**src/rtl/mem_data_ctrl.sv**
```systemverilog
// ---------------------------------------------------------------------------
// mem_data_ctrl -- MEM-stage load/store sequencer.
//
// Splits one 1/2/4-byte load or store into BUS_W-wide beats on a synchronous
// data memory with one cycle of read latency. The access cycle count goes to
// the stall controller in the request cycle. While the pipeline is stalled
// the beats run, and the assembled, extended load data is returned.
//
// Optional build macro: MEM_MISALIGN_CHECK_EN
//   defined   : misaligned requests are dropped and o_misalign_r pulses
//   undefined : misaligned addresses are aligned down; o_misalign_r is 0
//
// Ports:
//   clk, rst            clock, asynchronous active-high reset
//   i_req .. i_wdata    request: strobe, store flag, size, unsigned, addr, data
//   i_branch_met        pipeline flush
//   o_mem_data_access   access cycle count in the accept cycle, else 0
//   o_busy              sequencer not idle
//   o_mem_*_r, i_mem_rdata   beat bus (read data one cycle after o_mem_re_r)
//   o_rdata_r, o_rdata_valid_r   extended load result and completion pulse
//   o_misalign_r        dropped misaligned request pulse (macro builds only)
// ---------------------------------------------------------------------------
module mem_data_ctrl #(
  parameter int ADDR_W = 32,
  parameter int DATA_W = 32,
  parameter int BUS_W  = 8
) (
  input  logic              clk,
  input  logic              rst,
  input  logic              i_req,
  input  logic              i_we,
  input  logic [1:0]        i_size,
  input  logic              i_unsigned,
  input  logic [ADDR_W-1:0] i_addr,
  input  logic [DATA_W-1:0] i_wdata,
  input  logic              i_branch_met,
  output logic [3:0]        o_mem_data_access,
  output logic              o_busy,
  output logic [ADDR_W-1:0] o_mem_addr_r,
  output logic [BUS_W-1:0]  o_mem_wdata_r,
  output logic              o_mem_we_r,
  output logic              o_mem_re_r,
  input  logic [BUS_W-1:0]  i_mem_rdata,
  output logic [DATA_W-1:0] o_rdata_r,
  output logic              o_rdata_valid_r,
  output logic              o_misalign_r
);

  localparam int BPB     = BUS_W / 8;       // bytes per beat
  localparam int BPB_LOG = $clog2(BPB);
  localparam int NLANES  = DATA_W / BUS_W;

  typedef enum logic [1:0] {
    S_IDLE    = 2'd0,
    S_BEAT    = 2'd1,
    S_CAPTURE = 2'd2
  } state_t;

  state_t state_q, state_d;

  // Latched request
  logic [1:0]        k_q;       // current beat index
  logic [1:0]        last_q;    // index of the final beat
  logic [1:0]        off_q;     // byte offset of the access inside a bus word
  logic [2:0]        bytes_q;
  logic              we_q;
  logic              uns_q;
  logic [DATA_W-1:0] wdata_q;   // store data pre-shifted to its bus lanes
  logic [DATA_W-1:0] asm_q;     // load bytes assembled so far

  // Request decode
  logic [2:0]        req_bytes;
  logic [2:0]        req_beats;
  logic [ADDR_W-1:0] size_mask;
  logic [ADDR_W-1:0] aligned_addr;
  logic [ADDR_W-1:0] bus_addr;
  logic [1:0]        lane_off;
  logic              accept;
  logic [DATA_W-1:0] store_shift;
  logic [BUS_W-1:0]  next_wdata;

  // Load result path
  logic [DATA_W-1:0] asm_full;
  logic [DATA_W-1:0] load_shift;
  logic [DATA_W-1:0] load_result;

  // NOTE: every variable written in an always_comb gets a default first, so
  // no path through the block can leave it unassigned and infer a latch.
  always_comb begin
    req_bytes = 3'd4;
    case (i_size)
      2'd0:    req_bytes = 3'd1;
      2'd1:    req_bytes = 3'd2;
      default: req_bytes = 3'd4;   // size 3 behaves as a word
    endcase
    req_beats = req_bytes >> BPB_LOG;
    if (req_beats == 3'd0) req_beats = 3'd1;   // access narrower than the bus
  end

  assign size_mask    = ADDR_W'(req_bytes - 3'd1);
  assign aligned_addr = i_addr & ~size_mask;
  assign bus_addr     = aligned_addr & ~ADDR_W'(BPB - 1);
  assign lane_off     = aligned_addr[1:0] & 2'(BPB - 1);
  assign store_shift  = i_wdata << {lane_off, 3'b000};

`ifdef MEM_MISALIGN_CHECK_EN
  logic misaligned;
  assign misaligned = |(i_addr & size_mask);
  assign accept = !rst && i_req && (state_q == S_IDLE) && !i_branch_met && !misaligned;
`else
  assign accept = !rst && i_req && (state_q == S_IDLE) && !i_branch_met;
`endif

  // Loads need one extra cycle to capture the last beat's read data.
  assign o_mem_data_access = accept ? ({1'b0, req_beats} + {3'b000, ~i_we}) : 4'd0;
  assign o_busy            = (state_q != S_IDLE);

  // Store data for the beat after the current one.
  assign next_wdata = BUS_W'(wdata_q >> (BUS_W * (int'(k_q) + 1)));

  // Final assembly: the last beat's data is merged straight from the bus in
  // the capture cycle, then moved down to bit 0 and extended.
  always_comb begin
    asm_full = asm_q;
    for (int l = 0; l < NLANES; l++) begin
      if (l == int'(k_q)) asm_full[l*BUS_W +: BUS_W] = i_mem_rdata;
    end
    load_shift  = asm_full >> {off_q, 3'b000};
    load_result = load_shift;
    case (bytes_q)
      3'd1:    load_result = {{(DATA_W-8){~uns_q & load_shift[7]}}, load_shift[7:0]};
      3'd2:    load_result = {{(DATA_W-16){~uns_q & load_shift[15]}}, load_shift[15:0]};
      default: load_result = load_shift;
    endcase
  end

  // NOTE: sequential state uses non-blocking assignments so every register
  // samples the pre-edge values, independent of statement order.
  always_ff @(posedge clk or posedge rst) begin
    if (rst) state_q <= S_IDLE;
    else     state_q <= state_d;
  end

  always_comb begin
    state_d = state_q;
    case (state_q)
      S_IDLE:    if (accept) state_d = S_BEAT;
      S_BEAT: begin
        // A flush aborts loads only; a started store always finishes so
        // memory never sees a partial write.
        if (!we_q && i_branch_met)  state_d = S_IDLE;
        else if (k_q == last_q)     state_d = we_q ? S_IDLE : S_CAPTURE;
      end
      S_CAPTURE: state_d = S_IDLE;
      default:   state_d = S_IDLE;
    endcase
  end

  // NOTE: the datapath registers are reset along with the control state so
  // every registered output reads 0 from the moment reset is asserted.
  always_ff @(posedge clk or posedge rst) begin
    if (rst) begin
      k_q             <= '0;
      last_q          <= '0;
      off_q           <= '0;
      bytes_q         <= '0;
      we_q            <= 1'b0;
      uns_q           <= 1'b0;
      wdata_q         <= '0;
      asm_q           <= '0;
      o_mem_addr_r    <= '0;
      o_mem_wdata_r   <= '0;
      o_mem_we_r      <= 1'b0;
      o_mem_re_r      <= 1'b0;
      o_rdata_r       <= '0;
      o_rdata_valid_r <= 1'b0;
    end else begin
      o_rdata_valid_r <= 1'b0;
      case (state_q)
        S_IDLE: begin
          if (accept) begin
            k_q           <= 2'd0;
            last_q        <= 2'(req_beats - 3'd1);
            off_q         <= lane_off;
            bytes_q       <= req_bytes;
            we_q          <= i_we;
            uns_q         <= i_unsigned;
            wdata_q       <= store_shift;
            o_mem_addr_r  <= bus_addr;
            o_mem_wdata_r <= store_shift[BUS_W-1:0];
            o_mem_we_r    <= i_we;
            o_mem_re_r    <= ~i_we;
          end
        end
        S_BEAT: begin
          // Read data of the previous beat arrives during this beat.
          if (!we_q) begin
            for (int l = 0; l < NLANES; l++) begin
              if (l == int'(k_q) - 1) asm_q[l*BUS_W +: BUS_W] <= i_mem_rdata;
            end
          end
          if ((!we_q && i_branch_met) || (k_q == last_q)) begin
            o_mem_we_r <= 1'b0;
            o_mem_re_r <= 1'b0;
          end else begin
            k_q           <= k_q + 2'd1;
            o_mem_addr_r  <= o_mem_addr_r + ADDR_W'(BPB);
            o_mem_wdata_r <= next_wdata;
          end
        end
        S_CAPTURE: begin
          if (!i_branch_met) begin
            o_rdata_r       <= load_result;
            o_rdata_valid_r <= 1'b1;
          end
        end
        default: ;
      endcase
    end
  end

`ifdef MEM_MISALIGN_CHECK_EN
  always_ff @(posedge clk or posedge rst) begin
    if (rst) o_misalign_r <= 1'b0;
    else     o_misalign_r <= i_req && (state_q == S_IDLE) && !i_branch_met && misaligned;
  end
`else
  assign o_misalign_r = 1'b0;
`endif

endmodule

```
**config.mk**
```make
export PLATFORM = sky130hd
export DESIGN_NAME = mem_data_ctrl
export DESIGN_NICKNAME = d
export VERILOG_FILES = /design/src/rtl/mem_data_ctrl.sv
export SDC_FILE = /design/constraint.sdc
export NUM_CORES = 1
export LEC_CHECK = 0
export ABC_AREA = 1
export BUFFER_PORTS_ARGS = -buffer_cell sky130_fd_sc_hd__buf_4
export CORE_UTILIZATION = 53
export CTS_BUF_LIST = sky130_fd_sc_hd__clkbuf_4 sky130_fd_sc_hd__clkbuf_8 sky130_fd_sc_hd__clkbuf_16
export DETAILED_ROUTE_END_ITERATION = 8
export PLACE_DENSITY_LB_ADDON = 0.3
export SETUP_SLACK_MARGIN = 0.02
export SKIP_CTS_REPAIR_TIMING = 1
export SYNTH_ARGS = -nofsm -noshare
export SYNTH_HDL_FRONTEND = slang
export SYNTH_SLANG_ARGS = --single-unit
```
**constraint.sdc**
```tcl
create_clock -name clk -period 6.2 [get_ports clk]
set_clock_uncertainty 0.05 [all_clocks]
set_input_delay 0.31 -clock clk [delete_from_list [all_inputs] [get_ports clk]]
set_output_delay 0.31 -clock clk [all_outputs]
set_load 0.01 [all_outputs]
```
After elaboration in Yosys (flattened, before gate mapping)

Cells that the tools add are included.

Bits in registers: 150
Latch bits: 0
Memory bits (writable): 0
Memory bits (read-only): 0
Output and inout bits: 81
Logic and storage cells: 102
Memories: 0

Add/subtract/negate cells: 7
Multiply operators: 0
Divide/modulo/power cells: 0
Order comparisons: 0
Equal/unequal tests: 16
Shift-type cells: 1
Muxes and demuxes: 29
Bitwise operators: 8
Reduce and logical (&&, ||, !) cells: 24

Operators by type and width:

| kind                                                                   | count |
|---|---|
| 32-bit one-hot mux with 2 select lines                                 | 2 |
| 32-bit two-way mux                                                     | 2 |
| 8-bit two-way mux                                                      | 6 |
| 32-bit by 1-bit adder with 32-bit output (second input constant)       | 1 |
| 32-bit bitwise AND                                                     | 1 |
| 32-bit logical NOT                                                     | 1 |
| 32-bit NOT                                                             | 1 |
| 32-bit by 6-bit right shift with 8-bit output                          | 1 |
| 3-bit AND reduction                                                    | 6 |
| 8-bit one-hot mux with 2 select lines                                  | 1 |
| 2-bit two-way mux                                                      | 6 |
| 2-bit one-hot mux with 2 select lines                                  | 2 |
| 3-bit equality test (first input constant)                             | 2 |
| 2-bit logical NOT                                                      | 3 |
| 2-bit inequality test (second input constant)                          | 3 |
| 3-bit one-hot mux with 2 select lines                                  | 1 |
| 2-bit AND reduction                                                    | 3 |
| 1-bit two-way mux                                                      | 5 |
| 3-bit by 1-bit adder with 4-bit output                                 | 1 |
| 2-bit by 1-bit equality test with 1-bit output (second input constant) | 2 |
| 2-bit equality test (first input constant)                             | 2 |
| 1-bit logical AND                                                      | 4 |
| 4-bit two-way mux                                                      | 1 |
| 1-bit NOT                                                              | 4 |
| 19 further kinds                                                       | 24 |

Depth between registers and ports, before layout

Depth after elaboration: 7
Mapped depth: 14
Depth with buffers taken out: 11

Worst setup path before layout

Ideal clock, no wire load.

Kind: in2out
Start: in rst
End: out o_mem_data_access[2]
Arrival: 4.510 ns
Path slack: 1.330 ns
Cell stages on the path: 5
Path buffers: 2
Path through: inv_1 > nand4_2 > buf_2 > buf_1 > a21oi_1

Longest elaborated chain between the ends: 5

Ends and longest elaborated chain:

| element                            | line | source |
|---|---|---|
| from (decl)                        | 29   | `input logic rst,` |
| 1-bit logical NOT (no source line) | -    |  |
| 1-bit logical AND (3 in series)    | 111  | `assign accept = !rst && i_req && (state_q == S_IDLE) && !i_branch_met;` |
| 4-bit two-way mux                  | 115  | `assign o_mem_data_access = accept ? ({1'b0, req_beats} + {3'b000, ~i_we}) : 4'd0;` |
| to (decl)                          | 37   | `output logic [3:0] o_mem_data_access,` |

Every way passes these cells.

Final worst setup path

Start: in rst
End: out o_mem_data_access[1]

Same word-level chain as after synthesis.

==> results.json <==
{
  "syn_area_per_cell_sq_um": 7.45,
  "cts_tree": "built",
  "final_hold_viol_count": 0,
  "path_clk_slew_ns": 0.06,
  "cts.root.buffer_cell": "clkbuf_16",
  "core_area_sq_mm": 0.0139,
  "async_flop_share": 1.00,
  "syn_inst": 1016,
  "start_util": 0.543,
  "cts_max_path_buffers": 2,
  "die-area_sq_mm": 0.0148,
  "hold_path_class": "in2reg",
  "syn_nets": 1108,
  "tightest_slew_ns": 0.993,
  "critPathMostFrequentCell": "buf_4",
  "critical-path-max-stage-delay_ns": 0.90,
  "max_cap_viol_count": 0,
  "setup_viol": 0,
  "wl_per_cell_um": 14.5,
  "worst_setup_path_start_kind": "input pin",
  "ios": 161,
  "cp-end-kind": "primary output",
  "fill_cells": 1213,
  "grt_usage": 0.275,
  "antenna_found_initial": 0,
  "met2WireLength_mm": 9.72,
  "cts_buffers": 17,
  "clock_sinks": 142,
  "slew_headroom": 0.337,
  "path_delay_family": "buffers and inverters",
  "finalWirelength_mm": 19.5,
  "total_power_mw": 4.39,
  "nets": 1246,
  "htree_levels": 4,
  "hpwlAfterDp_mm": 13.3,
  "power_density_mw_per_mm2": 466,
  "place.gp.congestion": 0.892,
  "viasPerCell": 5.28,
  "worst_hold_startpoint": "i_wdata[19]",
  "via_count": 7107,
  "antenna_cells": 0,
  "finalSetupTns_ns": 0,
  "report.final.slew_viol_count": 0,
  "top_layer": "met4",
  "status": "completed",
  "min_period_ns": 4.01,
  "grt_max_degree": 77,
  "min_period_over_period": 0.647,
  "numPortBuffers": 159,
  "layout-drive-gt1-share": 0.207,
  "clock_latency_ns": 0.43,
  "dieWidth_um": 122,
  "ant_nets": 0,
  "r2r_start": "k_q[0]$_DFFE_PP0P_",
  "yosysWarningCount": 0,
  "dr.pass1.iters": 6,
  "synth-edff-count": 0,
  "reg2reg_depth": 11,
  "syn_area_sq_mm": 0.00757,
  "dr.first_iter.drc_count": 648,
  "synth_top_cell_by_area": "dfrtp_1",
  "power_leakage_nw": 4.77,
  "rsz0062_at_grt": "no",
  "seq_area_frac_synth": 0.469,
  "ir_drop_mv": 0.229,
  "cp.arrival_ns": 3.65,
  "die_y_um": 122,
  "fmax_ghz": 0.249,
  "critPathSlowestCell": "nand4_2",
  "cp_cell_sequence": "dlygate4sd3_1 > buf_4 > inv_6 > nand4_2 > inv_2 > o21ai_0 > a21oi_1 > buf_4",
  "drc": 0,
  "ys_types": 39,
  "ys_ff_latch": 142,
  "critPathKind": "in2out",
  "yosys-top-cells-area": "dfrtp_1 (47%), nand2_1 (21%), o21ai_0 (5.3%)",
  "required_ns": 5.84,
  "holdPathStages": 3,
  "wl_met1_mm": 8.26,
  "cp-startpoint": "rst",
  "fp-row-count": 43,
  "syn_to_final_growth_pct": 24.5,
  "synth_top_cell_area_share": 0.469,
  "worst-path-buf-inv": 5,
  "path_depth": 8,
  "globalRouteOverflowTotal": 0,
  "path_max_fanout": 74,
  "synth_ff_type": "dfrtp_1",
  "first_global_vias": 6489,
  "grt_pass1_wl_mm": 31.5,
  "met3_length_mm": 1.13
}
-- cell usage after synthesis (2+ instances only) --
cell,n
nand2_1,414
dfrtp_1,142
nor2_1,99
o21ai_0,80
nand3_1,58
inv_1,55
mux2_2,23
clkbuf_1,19
a21oi_1,17
buf_2,16
ha_1,12
o21ai_1,11
inv_2,8
o22ai_1,8
o21a_1,7
xnor2_1,5
buf_1,4
buf_4,3
buf_6,3
nand3b_1,3
o211ai_1,3
or2_0,3
nand3_2,2
nor2_2,2
nor3_2,2
o21ai_2,2
or2_2,2
xor2_1,2
-- kinds of logic (layout without fill, tap and decap cells) --
kind of cell               Yosys count  count (layout)  synth area share
AOI/OAI and AO/OA                  132             132            0.0945
and+or+nand+nor                    590             590             0.312
muxes                               23              23            0.0342
adders and majority gates           12              12            0.0198
buffers and inverters              109             260            0.0611
xor gates and xnor gates             7               7           0.00810
other                                1               1          0.000495
DFF                                142             142             0.469
-- tightest hold or removal path: cells and delay by family --
kind	cells	cell delay, ns
and+or+nand+nor	2	0.08
buffers and inverters	1	0.07
-- path summary, 6_finish.rpt --
check / to / slack [ns]
min in group asynchronous: o_rdata_r[16]$_DFFE_PP0P_ / 0.48
worst min register to register: o_rdata_r[23]$_DFFE_PP0P_ / 0.43
worst max register to register: o_rdata_r[29]$_DFFE_PP0P_ / 2.98
worst min-delay path: wdata_q[19]$_DFFE_PP0P_ / 0.02
worst max-delay path: o_mem_data_access[1] / 2.19
max in group asynchronous: wdata_q[20]$_DFFE_PP0P_ / 4.30
-- layer usage --
| metal | vias up | track usage |
|---|---|---|
| met2 | 232 | 0.466 |
| met5 | - | 0 |
| met4 | 0 | 0.100 |
| met1 | 3336 | 0.342 |
| li1 | 3509 | - |
| met3 | 30 | 0.0639 |
-- per-stage QoR --
step	area, sq um	utilization	setup slack (ns)	hold WS (ns)	cells
6_report	9430	0.677	2.19	0.0225	1347
5_1_grt	9430	0.677	1.76	0.0294	1347
4_1_cts	9420	0.676	2.68	-0.0412	1346
3_5_place_dp	8820	0.633	2.69	0.407	1314
3_3_place_gp	8820	0.633	2.76	0.407	1314
2_1_floorplan	7570	-	1.33	0.332	1016
-- flip-flops by register name, summed over array words and instances, names as in the netlist --
name             count
asm_q               32
o_rdata_r           32
o_mem_we_r           1
k_q                  2
bytes_q              3
uns_q                1
o_mem_wdata_r        8
wdata_q             24
o_mem_addr_r        32
we_q                 1
last_q               2
o_rdata_valid_r      1
o_mem_re_r           1
state_q              2
-- report_power, final --
group | internal [mW] | leakage [nW] | total [mW] | switching (mW)
registers | 1.32 | 1.72 | 1.68 | 0.361
logic | 0.763 | 2.75 | 1.67 | 0.911
clock network | 0.643 | 0.296 | 1.04 | 0.394
total | 2.73 | 4.77 | 4.39 | 1.67
-- final cells by class --
class	count	area (sq um)	area share
Tap cell	180	225	0.0239
Timing Repair Buffer	164	1230	0.131
Inverter	64	245	0.0260
Multi-Input combinational cell	765	3570	0.378
Clock inverter	9	108	0.0114
Sequential cell	142	3550	0.377
Clock buffer	23	495	0.0525
-- layout by cell type (no fill, tap or decap), types with 3 or more instances in the layout --
master,instances
a21oi_1,17
buf_4,163
clkbuf_16,17
clkbuf_8,4
clkinv_2,3
dfrtp_1,142
ha_1,12
inv_1,54
inv_2,8
mux2_2,23
nand2_1,414
nand3_1,58
nand3b_1,3
nor2_1,99
o211ai_1,3
o21a_1,7
o21ai_0,80
o21ai_1,11
o22ai_1,8
or2_0,3
xnor2_1,5
No activity file was read; power rests on OpenSTA's default activity.
